--- src/rtl/fifo_pkg.sv ---
// Shared async-FIFO helpers: default geometry and gray/binary pointer conversion,
// used by both the read-side and write-side controllers.
package fifo_pkg;

    localparam int FIFO_ADDR_WIDTH = 3;
    localparam int PTR_MAX_W       = 32;

    // Callers zero-extend narrower pointers into PTR_MAX_W and cast the result back.
    function automatic logic [PTR_MAX_W-1:0] bin2gray(input logic [PTR_MAX_W-1:0] b);
        return b ^ (b >> 1);
    endfunction

    function automatic logic [PTR_MAX_W-1:0] gray2bin(input logic [PTR_MAX_W-1:0] g);
        logic [PTR_MAX_W-1:0] b;
        b = '0;
        for (int i = 0; i < PTR_MAX_W; i++) begin
            b[i] = ^(g >> i);
        end
        return b;
    endfunction

endpackage

--- src/rtl/fifo_rd_ctrl.sv ---
// Read-domain controller for the asynchronous FIFO: binary/gray read pointer,
// look-ahead empty, fill level, almost-empty and sticky underflow flag.
module fifo_rd_ctrl
    import fifo_pkg::*;
#(
    parameter int ADDR_WIDTH    = FIFO_ADDR_WIDTH,
    parameter int AEMPTY_THRESH = 1
) (
    input  logic                  rclk,
    input  logic                  rrst_n,
    input  logic                  rinc,
    input  logic                  rerr_clr,
    input  logic [ADDR_WIDTH:0]   rq2_wptr,
    output logic [ADDR_WIDTH-1:0] raddr,
    output logic [ADDR_WIDTH:0]   rptr,
    output logic                  rempty,
    output logic                  raempty,
    output logic [ADDR_WIDTH:0]   rlevel,
    output logic                  rerr
);

    localparam int PTR_W = ADDR_WIDTH + 1;
    localparam logic [PTR_W-1:0] AE_TH = PTR_W'(AEMPTY_THRESH);

    logic [PTR_W-1:0] rbin;
    logic [PTR_W-1:0] rbin_next;
    logic [PTR_W-1:0] rgray_next;
    logic [PTR_W-1:0] wbin;
    logic [PTR_W-1:0] lvl_next;
    logic             pop;
    logic             underflow;

    // Next-state pointer, gray code and level; everything below is registered once.
    always_comb begin
        pop        = rinc & ~rempty;
        underflow  = rinc & rempty;
        rbin_next  = rbin + PTR_W'(pop);
        rgray_next = PTR_W'(bin2gray(PTR_MAX_W'(rbin_next)));
        wbin       = PTR_W'(gray2bin(PTR_MAX_W'(rq2_wptr)));
        lvl_next   = wbin - rbin_next;
    end

    always_ff @(posedge rclk or negedge rrst_n) begin
        if (!rrst_n) begin
            rbin    <= '0;
            rptr    <= '0;
            raddr   <= '0;
            rempty  <= 1'b1;
            raempty <= 1'b1;
            rlevel  <= '0;
            rerr    <= 1'b0;
        end else begin
            rbin    <= rbin_next;
            rptr    <= rgray_next;
            raddr   <= rbin_next[ADDR_WIDTH-1:0];
            rempty  <= (rgray_next == rq2_wptr);
            rlevel  <= lvl_next;
            raempty <= (lvl_next <= AE_TH);
            // A fresh underflow beats a simultaneous clear.
            if (underflow) begin
                rerr <= 1'b1;
            end else if (rerr_clr) begin
                rerr <= 1'b0;
            end
        end
    end

endmodule

--- config.mk ---
export PLATFORM = sky130hd
export DESIGN_NAME = fifo_rd_ctrl
export DESIGN_NICKNAME = d
export VERILOG_FILES = /design/src/rtl/fifo_pkg.sv /design/src/rtl/fifo_rd_ctrl.sv
export SDC_FILE = /design/constraint.sdc
export NUM_CORES = 1
export LEC_CHECK = 0
export BUFFER_PORTS_ARGS = -buffer_cell sky130_fd_sc_hd__buf_2
export CAP_MARGIN = 20
export CORE_MARGIN = 4
export CORE_UTILIZATION = 53
export DETAILED_ROUTE_END_ITERATION = 10
export PLACE_DENSITY_LB_ADDON = 0.08
export SYNTH_ARGS = -nofsm -noshare
export SYNTH_HDL_FRONTEND = slang
export SYNTH_SLANG_ARGS = --single-unit
--- constraint.sdc ---
create_clock -name rclk -period 5.2 [get_ports rclk]
set_input_delay 1.04 -clock rclk [delete_from_list [all_inputs] [get_ports rclk]]
set_output_delay 1.04 -clock rclk [all_outputs]
set_load 0.02 [all_outputs]
==> results.toml <==
[outcome]
status = "complete, no violations"

[worst_setup_path]
endpoint_kind = "flip-flop"
rrSetupSlack_ns = 2.49
r2r-start = "rempty$_DFF_PN1_"
path_delay_family = "XOR/XNOR gates"
cp_max_fo = 4
timing.rr.end = "raempty$_DFF_PN1_"
crit_path_frequent_cell = "xor2_1"
cp_slowest_stage_delay_ns = 0.43
required_ns = 5.38
r2r_cells = 9
critPathBufInv = 2
worst_path_max_delay_cell = "fa_1"
crit_arrival_ns = 3.33
crit_chain = "buf_2 -> xor2_1 -> xor2_1 -> xnor2_1 -> ha_1 -> inv_1 -> fa_1 -> or2_2 -> o31ai_1 -> a21oi_1 -> a311oi_1"
cp-start-kind = "input pin"
crit_type = "input pin to flip-flop"

[cts]
cts_setup_buffers = 0
clockRootBuffer = "clkbuf_4"
hold_buffers = 0
cts_tree = "done"
ctsLongestPathBuffers = 2
cts_resized = 0
cts_max_level = 1
clk_latency_ns = 0.28
cts.sinks = 14
cts_buffers = 3
clkTransAtPathRegs_ns = 0.08

[timing]
fin_setup_tns_ns = 0
grt_setup_unrepaired = "false"
worstMarginPinSlew_ns = 0.345
min_period_ns = 3.15
timing.final.max_slew_violations = 0
setup-violations-final = 0
hold_slack_ns = 0.522
max_slew_margin = 0.769
hold_viol = 0
fmax_mhz = 318
finalClockSkew_ns = 0.00778
fin_ws_ns = 2.05
min_period_over_period = 0.606

[yosys]
synth_cell_type_count = 22
ys_seq_area_frac = 0.468
synth_edf_count = 0
synth.avg_cell_area_sq_um = 12.2
synthesis.nets = 76
synth-seq-cells = 14
synth_top_area_share = 0.398
netlist_area_sq_um = 754
synth_warnings = 0
yosys.area.top_type = "dfrtp_1"
synth-async-reset-ratio = 1.00
synthFlopType = "dfrtp_1"
synthTopCellsByArea = "dfrtp_1 (40%), ha_1 (8.3%), xnor2_1 (8.1%)"
synth_cells = 62

[power_and_ir_drop]
switching_share = 0.429
p_seq_frac = 0.275
power_uw = 705
p_leak_nw = 0.455
clock_power_share = 0.108
power_switching_uw = 302
combPwrFrac = 0.617
intPower_uw = 403
power.density_mw_per_mm2 = 771
ir_drop_uv = 374

[die]
rows = 13
io_pins = 22
die-area_sq_mm = 0.00209
start_util = 0.573
fp.dieW_um = 45.7
fp.dieH_um = 45.7
coreArea_sq_mm = 0.00132

[route]
viasPerCell = 4.90
dr.pass1.iters = 3
drt_iter0_drc = 1
via_count = 500
wl_per_cell_um = 12.2
drc = 0
antenna_left = 0
routed_wl_um = 1240

[run]
cap_violations = 0

[hold_path]
hold_start = "rerr$_DFFE_PN0P_"
hold_path_class = "flip-flop to flip-flop"
min_to = "rerr$_DFFE_PN0P_"
hold_depth = 2

[global_route]
grt_use_met3 = 0.0474
grt_pass1_vias = 455
use_met1 = 0.192
grt_use_total = 0.144
grt_busiest_layer = "met2"
grt_pass1_wl_um = 1990
met2_usage = 0.201
gr-total-overflow = 0
antenna_found_initial = 0
grt_max_degree = 15

[placement]
numPortBuffers = 21
finalWeightedCongestion = 0.744
place_ws_ns = 1.77

[cells_and_area]
fillerInstances = 110
syn_to_final_growth_pct = 21.2
antenna_cells = 0
drive_above_1_share = 0.391
nets = 102
## per-layer routing
metal / vias to the layer above / share of wire
met5: - / 0
met4: 0 / 0.015
met3: 4 / 0.081
met2: 19 / 0.45
met1: 228 / 0.45
li1: 249 / -
## stage by stage
stage / utilization / cells / instance area [sq um]
4_1_cts: 0.694 / 102 / 915
2_1_floorplan: - / 62 / 754
5_1_grt: 0.694 / 102 / 915
3_3_place_gp: 0.667 / 98 / 878
3_5_place_dp: 0.667 / 98 / 878
6_report: 0.694 / 102 / 915
## logic make-up (layout without fill, tap and decap cells)
kind of cell	after synthesis	in the layout	share of synthesized area
adders and majority gates	6	6	0.109
DFF	14	14	0.468
AOI/OAI and AO/OA	5	5	0.0415
buffers and inverters	6	31	0.0298
muxes	1	1	0.0133
and+or+nand+nor	14	14	0.104
xor gates and xnor gates	16	16	0.234
## flip-flops by register name, indices dropped and copies added (netlist names)
name and flops:
raempty 1, rerr 1, rbin 3, raddr 1, rlevel 4, rptr 3, rempty 1
## layout by cell type (no fill, tap or decap), types with 2 or more instances in the layout
master,netlist,final
xor2_1,5,5
or2_2,3,3
dfrtp_1,12,12
nand3_1,2,2
dfstp_2,2,2
ha_1,5,5
xnor2_1,7,7
xnor2_2,2,2
nand2_1,4,4
nor2b_1,2,2
clkbuf_4,0,3
a21oi_1,2,2
buf_2,0,21
inv_1,6,6
## area by class of cell
cell class | instances | area [sq um] | share of cell area
Clock buffer | 4 | 36.3 | 0.0397
Inverter | 6 | 22.5 | 0.0246
Multi-Input combinational cell | 42 | 379 | 0.415
Sequential cell | 14 | 353 | 0.386
Tap cell | 15 | 18.8 | 0.0205
Timing Repair Buffer | 21 | 105 | 0.115
## cell usage after synthesis (all sizes together) (2+ instances only)
cell   number
inv         6
nand2       4
xnor2       9
dfrtp      12
nand3       2
xor2        6
a21oi       2
dfstp       2
ha          5
or2         3
nor2b       2
## power groups by stage
| stage | logic (mW) | registers [mW] | clock network (mW) |
|---|---|---|---|
| floorplan | 0.272 | 0.259 | 0 |
| global placement | 0.429 | 0.194 | 0 |
| detailed placement | 0.439 | 0.197 | 0 |
| CTS | 0.439 | 0.194 | 0.0793 |
| global route | 0.478 | 0.199 | 0.0859 |
| finish | 0.435 | 0.194 | 0.0761 |
## worst min-delay path, cell delays in order (launching register included)
cell,delay (ns)
dfrtp_1,0.38
inv_1,0.05
o21ai_0,0.06
## worst max-delay path by stage
| stage | start | end | depth (start not counted) | slack, ns |
|---|---|---|---|---|
| after floorplan | rq2_wptr[3] | raempty$_DFF_PN1_ | 9 | 2.10 |
| after global placement | rq2_wptr[3] | raempty$_DFF_PN1_ | 10 | 1.82 |
| after detailed placement | rq2_wptr[3] | raempty$_DFF_PN1_ | 11 | 1.77 |
| after CTS | rq2_wptr[3] | raempty$_DFF_PN1_ | 11 | 2.04 |
| after global routing | rq2_wptr[3] | raempty$_DFF_PN1_ | 11 | 1.89 |
| final | rq2_wptr[3] | raempty$_DFF_PN1_ | 11 | 2.05 |
Note: power is estimated with default switching activity, not from simulation.
